### config.mk
export PLATFORM = sky130hd
export DESIGN_NAME = capture_fifo
export DESIGN_NICKNAME = d
export VERILOG_FILES = /design/src/rtl/capture_fifo.sv
export SDC_FILE = /design/constraint.sdc
export NUM_CORES = 1
export LEC_CHECK = 0
export CORE_UTILIZATION = 45
export DETAILED_ROUTE_END_ITERATION = 8
export PLACE_DENSITY = 0.67
export SLEW_MARGIN = 20
export SYNTH_ARGS = -nofsm -noshare
export SYNTH_HDL_FRONTEND = slang
export SYNTH_SLANG_ARGS = --single-unit
export TNS_END_PERCENT = 100
### constraint.sdc
create_clock -name clk -period 3.8 [get_ports clk]
set_input_delay 0.57 -clock clk [delete_from_list [all_inputs] [get_ports clk]]
set_output_delay 0.57 -clock clk [all_outputs]
set_load 0.05 [all_outputs]
### src/rtl/capture_fifo.sv
// Two-channel capture FIFO: circular buffer fed by a channel mux.
// It returns occupancy flags to the capture controller and registered read data.
module capture_fifo #(
    parameter int DATA_WIDTH = 8,
    parameter int DEPTH      = 16,
    parameter int ADDR_WIDTH = 4
) (
    input  logic                  clk,
    input  logic                  reset,
    input  logic                  Mux,
    input  logic                  Write,
    input  logic                  Read,
    input  logic                  Clear,
    input  logic [DATA_WIDTH-1:0] Ch1_Data,
    input  logic [DATA_WIDTH-1:0] Ch2_Data,
    output logic [DATA_WIDTH-1:0] Data_Out,
    output logic                  Data_Valid,
    output logic                  Full,
    output logic                  Empty,
    output logic [ADDR_WIDTH:0]   Count,
    output logic                  Overflow,
    output logic                  Underflow
);

    localparam logic [ADDR_WIDTH:0] FULL_CNT = (ADDR_WIDTH + 1)'(DEPTH);

    logic [DATA_WIDTH-1:0] mem_q [DEPTH];

    logic [ADDR_WIDTH-1:0] wp_q, wp_d;
    logic [ADDR_WIDTH-1:0] rp_q, rp_d;
    logic [ADDR_WIDTH:0]   cnt_q, cnt_d;
    logic [DATA_WIDTH-1:0] dout_q, dout_d;
    logic                  dvalid_q, dvalid_d;
    logic                  ovf_q, ovf_d;
    logic                  unf_q, unf_d;

    logic                  full;
    logic                  empty;
    logic                  wr_acc;
    logic                  rd_acc;
    logic [DATA_WIDTH-1:0] wr_data;

    assign full    = (cnt_q == FULL_CNT);
    assign empty   = (cnt_q == '0);
    assign wr_data = Mux ? Ch1_Data : Ch2_Data;

    // Handshake: a write is taken when Write && (!Full || Read); a read is taken
    // when Read && !Empty. Either strobe may be held indefinitely; a request
    // that cannot be taken is dropped and recorded in the sticky flag.
    // Clear overrides both.
    assign wr_acc = Write && (!full || Read) && !Clear;
    assign rd_acc = Read && !empty && !Clear;

    always_comb begin
        wp_d     = wp_q;
        rp_d     = rp_q;
        cnt_d    = cnt_q;
        dout_d   = dout_q;
        dvalid_d = 1'b0;
        ovf_d    = ovf_q;
        unf_d    = unf_q;

        if (Clear) begin
            wp_d  = '0;
            rp_d  = '0;
            cnt_d = '0;
            ovf_d = 1'b0;
            unf_d = 1'b0;
        end else begin
            if (wr_acc) begin
                wp_d = wp_q + 1'b1;
            end
            if (rd_acc) begin
                rp_d     = rp_q + 1'b1;
                dout_d   = mem_q[rp_q];
                dvalid_d = 1'b1;
            end
            cnt_d = cnt_q + {{ADDR_WIDTH{1'b0}}, wr_acc} - {{ADDR_WIDTH{1'b0}}, rd_acc};
            if (Write && full && !Read) begin
                ovf_d = 1'b1;
            end
            if (Read && empty) begin
                unf_d = 1'b1;
            end
        end
    end

    always_ff @(posedge clk or negedge reset) begin
        if (!reset) begin
            wp_q     <= '0;
            rp_q     <= '0;
            cnt_q    <= '0;
            dout_q   <= '0;
            dvalid_q <= 1'b0;
            ovf_q    <= 1'b0;
            unf_q    <= 1'b0;
        end else begin
            wp_q     <= wp_d;
            rp_q     <= rp_d;
            cnt_q    <= cnt_d;
            dout_q   <= dout_d;
            dvalid_q <= dvalid_d;
            ovf_q    <= ovf_d;
            unf_q    <= unf_d;
        end
    end

    // Storage is deliberately not reset; occupancy alone decides what is live.
    // On full with a simultaneous read, wp == rp and the read sees the old entry.
    always_ff @(posedge clk) begin
        if (wr_acc) begin
            mem_q[wp_q] <= wr_data;
        end
    end

    assign Data_Out   = dout_q;
    assign Data_Valid = dvalid_q;
    assign Full       = full;
    assign Empty      = empty;
    assign Count      = cnt_q;
    assign Overflow   = ovf_q;
    assign Underflow  = unf_q;

endmodule

## After elaboration in Yosys (flattened, before gate mapping)

Memories as Yosys holds them, arrays and structs flattened. A register that Yosys moved wholly into a read port is not among the register bits.
Index checks and enable logic that the tools add are counted.
Widths: inputs -> output; s select.

- Output and inout port bits: 18
- Logic and storage cells: 46
- Input port bits: 22
- Memories: 1
- Memory bits (writable): 128
- Register bits after elaboration: 16

- Reduce and logical (&&, ||, !) cells: 19
- Bitwise logic cells: 1
- Multiplexer cells: 14
- Equal/unequal tests: 1
- Add/sub/neg operators: 4

Memory list:

| name | words | bits a word | rd ports | clocked after Yosys merged registers in | wr ports | line | source |
|---|---|---|---|---|---|---|---|
| mem_q | 16 | 8 | 1 | 1 | 1 | 27 | `logic [DATA_WIDTH-1:0] mem_q [DEPTH];` |

Operators with widths:

| kind | number |
|---|---|
| $mux 4 | 4 |
| $add 4x1->4 const B | 2 |
| $mux 1 | 8 |
| $mux 8 | 1 |
| $reduce_bool 2->1 | 4 |
| $logic_and 1x1->1 | 7 |
| $add 5x1->5 | 1 |
| $eq 5x5->1 const B | 1 |
| $logic_not 1->1 | 5 |
| $logic_not 5->1 | 1 |
| $mux 5 | 1 |
| $sub 5x1->5 | 1 |
| $reduce_and 2->1 | 1 |
| $logic_or 1x1->1 | 1 |
| $not 1->1 | 1 |

## Logic depth before layout (Yosys ltp)

Gate-level depths: netlist of run 1.

- Depth after elaboration: 8
- Gate-level depth with buffers: 15
- Depth with buffers taken out: 15

## Least setup slack after synthesis of run 1

Ideal clock, no wire load.

- Path type: reg-to-reg
- Start point: register cnt_q[3] (netlist: Count[3])
- End point: register cnt_q[4] (netlist: Count[4])
- Cell stages (with the launch flop): 16
- Required time: 3.665 ns
- Setup slack: 0.397 ns
- Arrival: 3.269 ns
- Setup time: 0.135 ns
- Cell sequence: dfrtp_1 inv_1 ha_1 or4bb_1 inv_1 a211oi_1 inv_1 ha_1 inv_1 ha_1 inv_1 fa_1 nor2b_1 o21bai_1 a21oi_1 nor3b_1

- Longest elaborated chain between the ends: 8
- Elaborated cells between the ends (all ways): 12

RTL lines:

| item | line | source |
|---|---|---|
| from (decl) | 31 | `logic [ADDR_WIDTH:0] cnt_q, cnt_d;` |
| from (signal assigned) | 100 | `cnt_q <= cnt_d;` |
| $eq 5x5->1 | 43 | `assign full = (cnt_q == FULL_CNT);` |
| net Full | 18 | `output logic Full,` |
| $logic_not 1->1 | 51 | `assign wr_acc = Write && (!full \|\| Read) && !Clear;` |
| $logic_or 1x1->1 | 51 |  |
| $logic_and 1x1->1 (2 in a row) | 51 |  |
| $add 5x1->5 | 78 | `cnt_d = cnt_q + {{ADDR_WIDTH{1'b0}}, wr_acc} - {{ADDR_WIDTH{1'b0}}, rd_acc};` |
| $sub 5x1->5 | 78 |  |
| $mux 5 | 63 | `if (Clear) begin` |
| net cnt_d[4] | 31 |  |

The timed path passes the listed nets, and every way through them passes these cells.
A chain may end at the register's enable or synchronous reset.

## Final worst setup path of run 1

- Start point: register cnt_q[2] (netlist: Count[2])
- End point: output Empty

- Longest elaborated chain between the ends: 1

RTL lines:

| item | line | source |
|---|---|---|
| $logic_not 5->1 | 44 | `assign empty = (cnt_q == '0);` |
| to (decl) | 19 | `output logic Empty,` |

No other way between the ends.

==> results of run 1 <==
sequential cells by signal (all words and copies together) (netlist names):
name / cells
Overflow: 1
Count: 5
Data_Out: 8
rp_q: 4
mem_q: 128
Data_Valid: 1
Underflow: 1
wp_q: 4
kinds of logic after synthesis:
kind of cell	count (synthesis)
xor+xnor	8
flops	152
simple gates	71
fa+ha+maj	12
compound gates	25
mux	50
buf+inv	35
metrics by stage:
step                      util [%]  hold WS, ns
after global routing          55.8        0.172
after floorplan                  -        0.274
final                         55.8        0.141
after detailed placement      51.5        0.491
after CTS                     55.8        0.504
after global placement        51.5        0.480
layout by cell type, fill, tap and decap left out, types with 7 or more instances in the layout:
| cell type | n |
|---|---|
| sky130_fd_sc_hd__a31oi_1 | 7 |
| sky130_fd_sc_hd__and3_1 | 7 |
| sky130_fd_sc_hd__buf_4 | 20 |
| sky130_fd_sc_hd__clkbuf_16 | 17 |
| sky130_fd_sc_hd__clkdlybuf4s50_1 | 38 |
| sky130_fd_sc_hd__dfrtp_1 | 23 |
| sky130_fd_sc_hd__edfxtp_1 | 128 |
| sky130_fd_sc_hd__ha_1 | 11 |
| sky130_fd_sc_hd__inv_1 | 14 |
| sky130_fd_sc_hd__mux2_2 | 9 |
| sky130_fd_sc_hd__mux2i_1 | 9 |
| sky130_fd_sc_hd__mux4_2 | 32 |
| sky130_fd_sc_hd__nand2_1 | 13 |
| sky130_fd_sc_hd__nand3_1 | 8 |
| sky130_fd_sc_hd__nor2_1 | 23 |
| sky130_fd_sc_hd__o211ai_1 | 8 |
cell type report:
type | count | area (um2) | area share, %
Clock buffer | 24 | 482 | 6.42
Timing Repair Buffer | 59 | 536 | 7.13
Sequential cell | 152 | 4450 | 59.2
Multi-Input combinational cell | 166 | 1670 | 22.2
Clock inverter | 8 | 96.3 | 1.28
Tap cell | 176 | 220 | 2.93
Inverter | 16 | 62.6 | 0.833
critical path: stages, from the launching register on:
cell and delay (ns):
sky130_fd_sc_hd__dfrtp_1 0.40, sky130_fd_sc_hd__inv_1 0.09, sky130_fd_sc_hd__ha_1 0.16, sky130_fd_sc_hd__or4b_1 0.44, sky130_fd_sc_hd__buf_4 0.22, sky130_fd_sc_hd__inv_4 0.08
sky130_fd_sc_hd__clkdlybuf4s50_1 0.79
worst paths after layout:
kind,end,start,slack [ns],cells past startpoint
worst max-delay path,Empty,Count[2]$_DFF_PN0_,0.64,6
worst min-delay path,Count[1]$_DFF_PN0_,reset,0.14,1
worst max register to register,Count[4]$_DFF_PN0_,Count[2]$_DFF_PN0_,0.68,16
worst min register to register,Overflow$_DFFE_PN0P_,Overflow$_DFFE_PN0P_,0.49,2
max in group asynchronous,rp_q[1]$_DFFE_PN0P_,reset,3.26,1
min in group clk,Overflow$_DFFE_PN0P_,Overflow$_DFFE_PN0P_,0.49,2
layer usage:
metal  GRT usage [%]  vias up
met5               0        -
met1            26.1     1708
met3            4.39       16
met4            7.72        0
li1                -     1491
met2            30.0       88
power by group:
part / switching [W] / internal [W] / total [W] / leakage, nW
sequential: 0.000109 / 0.00192 / 0.00203 / 1.47
combinational: 0.000726 / 0.000511 / 0.00124 / 0.851
clock: 0.000610 / 0.00101 / 0.00162 / 0.284
==> results.txt, run 1 <==
Yosys instantiated no cell more often than sky130_fd_sc_hd__edfxtp_1. The highest metal layer with signal wires is met4. The fraction of the cycle the final worst path needs is 83.1%. In the synthesized netlist, the number of instances is 353. The minimum clock period is 3.16 ns. The full die area came out at 14,500 um2. The post-synthesis cell type with the largest combined area is sky130_fd_sc_hd__edfxtp_1. The maximum vdd ir drop is 347 uV. STA puts the critical path data required time at 3.23 ns. The final-report max-slew violation count was 0. At the pin with the least slew margin, the transition time is 1.08 ns. The global-route wire length before repair came out at 19,700 um. The count of placed standard cells including taps came out at 569. By area, the combinational part of the netlist is dominated by multiplexers. The pin count of the biggest net entering global routing came out at 29.

At the worst endpoint, the arrival time is 2.59 ns. Counting every sink on the clock net gives 152. The number of nets still failing antenna checks after routing is 0. Once the clock tree was built, the setup fixing pass inserted 0 buffers. Global routing used 19.2% of the available tracks.

The hold violation count in the final report is 0. During synthesis, Yosys emitted a total of 0 warnings. The post-synthesis adder-cell area fraction is 2.51%. The final clock skew came out at 0.00954 ns. The count of state elements after synthesis is 152.

The clock-pin slew of the registers on the worst-case setup and hold paths came out at 0.06 ns. The number of cells in the finished layout apart from fillers came out at 601. The final RePlAce weighted congestion is 0.822.

The total power divided by cell area is 652 nW/um2. The routed length on met1 came out at 5550 um. The number of buffers inserted by hold repair at cts is 0. In this run the tool buffered the top-level ports with 39 buffer cells. The via count of the first global-routing pass is 3,465. The number of antenna violations at the first check in global routing is 0. The number of DRC violations after detailed routing is 0. The worst setup path is captured at a primary output.

The initial utilization of the core area, before any placement, comes to 46.8%. The post-detailed-route via-to-cell ratio is 5.50. The I/O pin count came out at 40.

The number of different library cells used by synthesis comes to 38. The first TritonRoute pass finished after 4 iterations. The post-detailed-placement cell area is 6930 um2.

Global routing finished with a remaining overflow of 0. The detailed-route via count is 3,303. The layout-stage area growth over the synthesis result is 19.3%.

The tightest min-delay check is of the input pin to async pin type. TritonCTS built the clock tree. The setup total negative slack is 0 ns. The number of maximum-capacitance violations came out at 0. The setup slack at placement is 0.494 ns.

The critical path in this run is classified as register to primary output. The layout filler cell count is 1,080. The clock tree root buffer cell is sky130_fd_sc_hd__clkbuf_16. The post-cts gate resize count is 0. For this run, the top clock speed supported by timing is 0.317 GHz.

The basic-gate share of the synthesized area counting and, or, nand and nor cells is 5.69%. The final wirelength is 12,400 um. The final standard cell area without fillers came out at 7510 um2. Setup repair after global routing left no endpoint under its margin.

The area share of xor/xnor cells in the synthesized design is 1.11%. Row generation in the floorplan step produced 42 rows. The average detailed-routed wire length per instance came out at 20.6 um. Among all flip-flop cells after synthesis, the most frequent one is sky130_fd_sc_hd__edfxtp_1. The critical path startpoint category is a register. Summing the areas of all compound-gate instances in the mapped netlist gives 2.67% of the synthesized area. The wire length on met2 came out at 5960 um. The run finished with clean final reports. Measured against its own limit, the worst slew margin works out to 28.0%. The total power came out at 0.00489 W. In this run, the number of DRC markers left after iteration 0 of detailed routing was 198. The die extent in y is 120 um. The half-perimeter wire length of the detailed placement result is 8140 um. The net count of the finished layout came out at 446.

The leakage power total is 2.60 nW. The repair_antennas step left the layout with diodes totalling 0. The number of buffers inserted during clock tree synthesis came out at 17. Setup violations remaining at the end of the flow were counted as 0. In the detailed route, the total length drawn on met3 is 664 um.

The combined area of all synthesized cells came out at 6290 um2. The critical-path maximum fanout came out at 19. The fraction of final layout cells sized beyond drive strength 1 is 22.8%.

The worst-skew pair later-pin latency came out at 0.42 ns. The post-synthesis sequential area ratio came out at 70.6%. The number of buffers on the longest clock path is 2. The final setup slack of the worst path is 0.642 ns.

The horizontal extent of the die came out at 120 um. The multiplexer share of the synthesized area came out at 14.5%. The core region area is 13,500 um2. The number of H-tree branching levels is 4. By area the synthesized netlist is led by sky130_fd_sc_hd__edfxtp_1 61%, sky130_fd_sc_hd__mux4_2 11%, sky130_fd_sc_hd__dfrtp_1 9.5%.

By count the netlist is led by 128 x sky130_fd_sc_hd__edfxtp_1, 32 x sky130_fd_sc_hd__mux4_2, 24 x sky130_fd_sc_hd__dfrtp_1, 23 x sky130_fd_sc_hd__nor2_1, 14 x sky130_fd_sc_hd__inv_1. The number of synthesized flops with an enable pin is 128. After synthesis, the largest area contributor takes up 61.1% of total cell area. The number of nets produced by synthesis came out at 387.

The synthesized area divided by synthesized cell count is 17.8 um2. The share of async-settable or async-resettable flops after synthesis came out at 15.8%.
Note: power is estimated with default switching activity, not from simulation.
==> run 2, diff against run 1 <==
==> constraint.sdc (replaced) <==
create_clock -name clk -period 3.2 [get_ports clk]
set_input_delay 0.48 -clock clk [delete_from_list [all_inputs] [get_ports clk]]
set_output_delay 0.48 -clock clk [all_outputs]
set_load 0.05 [all_outputs]
==> run 2 against run 1 <==
  * Cell count increased by 1.5%
  * Sequential power increased by 20%
  * Largest cell class unchanged
  * Design area rose by 2.0%
==> results.txt, run 2 (same netlist as run 1, synthesis figures left out) <==
The net count of the finished layout is 455. Summed over all nets, the half-perimeter wirelength after detailed placement is 8490 um. The minimum clock period came out at 2.95 ns.

For this configuration, the core starts out at a cell density of 46.8%. The library cell used most frequently in the layout, excluding fill and tap cells, is sky130_fd_sc_hd__edfxtp_1. The setup path with the least slack is of type register to register. The hold violation count in the final report came out at 0. After detailed routing, the average wire length per cell comes to 20.6 um. The fraction of final layout cells sized beyond drive strength 1 is 26.3%.

The leakage power total is 2.70 nW. The setup slack at placement is 0.209 ns. The full die area is 14,500 um2. The die extent in y came out at 120 um.

Global routing used 19.3% of the available tracks across all layers. The measured slew at the worst slew-check pin is 0.764 ns. The number of detailed-route iterations in the first pass is 4. The tool flagged a number of max-cap violations equal to 0. The register with the most flip-flops in the layout has 128 of them. The layout filler cell count came out at 1,043. The pin count of the biggest net entering global routing came out at 25. The worst-skew pair later-pin latency is 0.41 ns. Across all setup checks in the final design, the least slack found is 0.249 ns. During I/O placement, the number of pins put on the boundary was 40. The via count of the first global-routing pass is 3,432. The congestion estimate from routability-driven global placement came to 0.843. For this design the ratio of total power to cell area is 779 nW/um2. The clock arrives with 0.0118 ns of skew. The number of antenna violations at the first check in global routing came out at 0. mem_q holds more flip-flops than any other register. The clock-pin slew of the registers on the worst-case setup and hold paths is 0.06 ns. The maximum vdd ir drop is 404 uV.

The number of H-tree branching levels is 4. The signal arrival time at the worst endpoint is 3.28 ns. The detailed-route via count came out at 3,290. The final wirelength came out at 12,600 um. Adding up every negative setup slack in the final design gives 0 ns. The fraction of the cycle the final worst path needs came out at 92.2%. The achievable clock frequency is 0.339 GHz. The floorplan step defined a core boundary enclosing 13,500 um2.

STA classifies the critical path startpoint as a register. The number of buffers added for setup after CTS came out at 0. At the end of the flow the core is filled with cells to 56.9%.

The CTS tree is done. The library cells used most frequently in the layout, excluding fill and tap cells, are 128 x sky130_fd_sc_hd__edfxtp_1, 36 x sky130_fd_sc_hd__clkdlybuf4s50_1, 32 x sky130_fd_sc_hd__mux4_2, 29 x sky130_fd_sc_hd__buf_4, 23 x sky130_fd_sc_hd__nor2_1. The number of buffers inserted by port buffering is 39. The number of buffers inserted during clock tree synthesis is 17. Setup violations remaining at the end of the flow were counted as 0. Clock tree synthesis found a total of 152 sinks.

STA classifies the critical path endpoint as a register. The number of DRC violations after detailed routing is 0. The number of buffers inserted by hold repair at cts came out at 0. The number of nets still failing antenna checks after routing is 0. The die is 120 um wide. The post-detailed-route via-to-cell ratio is 5.39.

After global routing the overflow that remains totals 0. Counting cells, the worst reg-to-reg path comes to 15. The number of buffers on the longest clock path is 2.

The worst min-delay path class is input pin to async pin. The antenna diode instance count is 0. The global-route wire length before repair is 20,000 um. The detailed router finished its first iteration with 223 violations. The tree is rooted in a sky130_fd_sc_hd__clkbuf_16.

The final-report max-slew violation count came out at 0. Setup repair after global routing left no endpoint under its margin. Of all nets on the critical path, the largest fanout is 4. The layout-stage area growth over the synthesis result came out at 21.7%. The number of rows in the core area is 42. The endpoint required time on the critical path is 3.53 ns. The worst slew slack as a fraction of its limit came out at 49.1%. The run finished with clean final reports.
-- run 2: path summary, 6_finish.rpt --
kind	start	endpoint	slack (ns)
min in group clk	Overflow$_DFFE_PN0P_	Overflow$_DFFE_PN0P_	0.50
setup reg to reg	Count[3]$_DFF_PN0_	Count[4]$_DFF_PN0_	0.25
hold reg to reg	Overflow$_DFFE_PN0P_	Overflow$_DFFE_PN0P_	0.50
setup / recovery	Count[3]$_DFF_PN0_	Count[4]$_DFF_PN0_	0.25
hold / removal	reset	Count[1]$_DFF_PN0_	0.05
max in group asynchronous	reset	rp_q[1]$_DFFE_PN0P_	2.75
-- run 2: layer usage --
layer	GRT usage, %	share of wire, %	vias up
met5	0	0	-
met4	7.56	1.1	0
met3	3.73	6.8	6
met2	29.5	48	117
met1	27.6	44	1662
li1	-	-	1505
-- run 2: per-stage QoR --
stage	total power [W]	std cells	hold slack, ns	cell area [um2]
after floorplan	0.00351	353	0.184	6310
after global placement	0.00394	578	0.495	7020
after detailed placement	0.00397	578	0.495	7020
after CTS	0.00601	610	0.509	7650
after global routing	0.00622	610	0.0791	7660
final	0.00597	610	0.0469	7660
-- run 2: critical path, stage by stage (launching register included) --
cell and delay [ns]:
sky130_fd_sc_hd__dfrtp_2 0.42, sky130_fd_sc_hd__inv_1 0.09, sky130_fd_sc_hd__ha_1 0.15, sky130_fd_sc_hd__or4bb_4 0.57, sky130_fd_sc_hd__clkinvlp_4 0.14, sky130_fd_sc_hd__a211oi_4 0.06
sky130_fd_sc_hd__inv_1 0.06, sky130_fd_sc_hd__ha_1 0.21, sky130_fd_sc_hd__inv_1 0.06, sky130_fd_sc_hd__ha_1 0.16, sky130_fd_sc_hd__inv_1 0.06, sky130_fd_sc_hd__fa_1 0.38
sky130_fd_sc_hd__nor2b_1 0.16, sky130_fd_sc_hd__o21bai_1 0.10, sky130_fd_sc_hd__nand3_1 0.08, sky130_fd_sc_hd__nor3b_1 0.17
-- run 2: report_power, final --
| part | total [W] | leakage, nW | switching [W] | internal (W) |
|---|---|---|---|---|
| combinational | 0.00149 | 0.921 | 0.000857 | 0.000632 |
| sequential | 0.00243 | 1.46 | 0.000144 | 0.00228 |
| clock | 0.00205 | 0.317 | 0.000754 | 0.00130 |
| total | 0.00597 | 2.70 | 0.00176 | 0.00421 |
-- run 2: timing repair --
| action | 4_1_cts | 5_1_grt |
|---|---|---|
| endpoints found under the hold margin | 0 | 0 |
| endpoints found under the setup margin | 0 | 3 |
| resized for setup | 0 | 3 |
-- run 2: area by class of cell --
class	instances	area, um2	share of cell area (%)
Clock inverter	8	76.3	0.997
Tap cell	176	220	2.88
Timing Repair Buffer	68	608	7.94
Clock buffer	24	557	7.27
Multi-Input combinational cell	166	1680	22.0
Sequential cell	152	4450	58.1
Inverter	16	66.3	0.866
==> RTL edit, RTL diff (settings of run 2) <==
Reset style: synchronous (`reset`), changed in one clocked block.
--- a/src/rtl/capture_fifo.sv
+++ b/src/rtl/capture_fifo.sv
@@ -87,3 +87,3 @@
 
-    always_ff @(posedge clk or negedge reset) begin
+    always_ff @(posedge clk) begin
         if (!reset) begin
Behaviour: differs if reset is asserted again (counterexample within 4 cycles, from zero or initial values and one cycle with reset low); with reset held inactive, the same outputs for 10 cycles.
==> RTL edit against run 2 <==
  * Worst setup slack worse by 0.066 ns
  * Wire length down 4.8%
  * Final area down 1.2%
  * Die area down 0.68%
  * Sequential cell count unchanged
  * Cell count down 2.5%
  * Area after synthesis down 0.70%
Power is not compared: it rests on default switching activity, and its combinational part moved more than twofold at a synthesized area within 25%.
==> RTL edit: results (changes against run 2) <==
- CP max stage cell: clkdlybuf4s50_1
- CTS H-tree depth: 4 (unchanged)
- Nets@finish: 440 (-3.3%)
- Fraction of layout cells with a size suffix above 1: 0.200 (-0.0622)
- Final ANT Viol Nets: 0 (unchanged)
- Worst VDD drop: 408 uV
- Crit Path Max Fanout: 7 (+3)
- Initial DRC Count: 269 (+21%)
- Worst path max stage delay: 0.79 ns (+0.22 ns)
- Syn nets: 375 (-3.1%)
- Hold Path Depth: 2
- Delay-heaviest family, CP: buffers and inverters
- Avg WL per Cell: 20.1 um (-2.4%)
- CP arrival: 2.54 ns (-0.74 ns)
- Hold WC Path Type: register to register
- Max Clock Skew: 0.00666 ns (-0.00519 ns)
- Least-Margin Pin Slew: 0.651 ns (-0.113 ns)
- Clk slew on worst S/H paths: 0.06 ns (about the same)
- Bufs on Longest Clock Path: 2 (unchanged)
- Fillers: 1032 (-1.1%)
- Largest net degree at the start of global routing: 35 (+40%)
- Synth area leaders: edfxtp_1, mux4_1, dfxtp_1
- Reg2reg path depth: 14 (-1)
- Commonest cells post-synth: edfxtp_1, dfxtp_1, nor2_1
- 1st-pass router iterations: 4 (unchanged)
- Hpwl dp: 7780 um (-8.4%)
- CTS resizes: 0 (unchanged)
- Vias in the first global route: 3309 (-3.6%)
- Tot GR Track Use: 0.180 (-0.0130)
- Final Wtd Congestion: 0.823 (-2.4%)
- CTS Buf Count: 17 (unchanged)
- Synth cell types: 40 (+5.3%)
- PortBufs: 39 (unchanged)
- Setup Buffers After CTS: 0 (unchanged)
- Biggest register: mem_q
- Via count: 3268 (-0.67%)
- Initial antenna violation count: 0 (unchanged)
- Number of synthesized flops with an enable pin: 128 (unchanged)
- Sequential fraction of the synthesis area: 0.692 (-0.0143)
- Async set-reset flop share out of synthesis: 0 (-0.158)
- Clock Root Buffer: clkbuf_16
- Status: finished, final reports clean
- Max reg flops: 128 (unchanged)
- Ant diodes: 0 (unchanged)
- First-pass GRT wire length: 18400 um (-8.0%)
- Clk Latency, worst-skew pair: 0.42 ns
- Leak: 2.53 nW
- YS warnings: 0 (unchanged)
==> RTL edit: cell type report <==
type	count	area (um2)	area share
sequential	152	4330	0.572
multi-input combinational	158	1760	0.232
timing repair buffer	63	583	0.0770
clock buffer	18	429	0.0567
tap	176	220	0.0291
clock inverter	14	196	0.0260
inverter	14	52.6	0.00694
==> RTL edit: worst paths after layout <==
kind	from	end	slack [ns]
min	Underflow	Underflow	0.47
min reg2reg	Underflow	Underflow	0.47
max	Count[2]	Empty	0.18
max reg2reg	Count[2]	Count[4]	0.29
==> RTL edit: through the flow <==
stage	power, mW	cell area, um2	setup slack, ns	cells	util
2_1_floorplan	2.45	6250	0.00473	341	-
3_3_place_gp	2.56	6940	0.174	563	0.518
3_5_place_dp	2.58	6940	0.0584	563	0.518
4_1_cts	4.67	7570	0.155	595	0.565
5_1_grt	4.77	7570	0.106	595	0.565
6_report	4.63	7570	0.183	595	0.565
==> RTL edit: report_power, final <==
group | switching, mW | internal, mW | total, mW
Sequential | 0.0147 | 2.18 | 2.20
Combinational | 0.208 | 0.128 | 0.336
Clock | 0.785 | 1.31 | 2.10
Total | 1.01 | 3.62 | 4.63
==> RTL edit: kinds of logic after synthesis <==
group,count (synthesis),share of synthesized area
flip-flops,152,0.692
AND/OR/NAND/NOR,59,0.0479
multiplexers,57,0.170
buffers and inverters,31,0.0270
AO/OA/AOI/OAI,22,0.0268
adder cells (fa/ha/maj),12,0.0252
XOR/XNOR,8,0.0112
==> RTL edit: tightest hold or removal path, cell delays in order, from the launching register on <==
cell and delay, ns:
dfxtp_1 0.32, a21oi_1 0.04, nor2_1 0.07
==> RTL edit: per-layer routing <==
| metal | routed length, um | track usage |
|---|---|---|
| met1 | 5090 | 0.238 |
| met2 | 6040 | 0.285 |
| met3 | 652 | 0.0485 |
| met4 | 176 | 0.0695 |
| met5 | 0 | 0 |
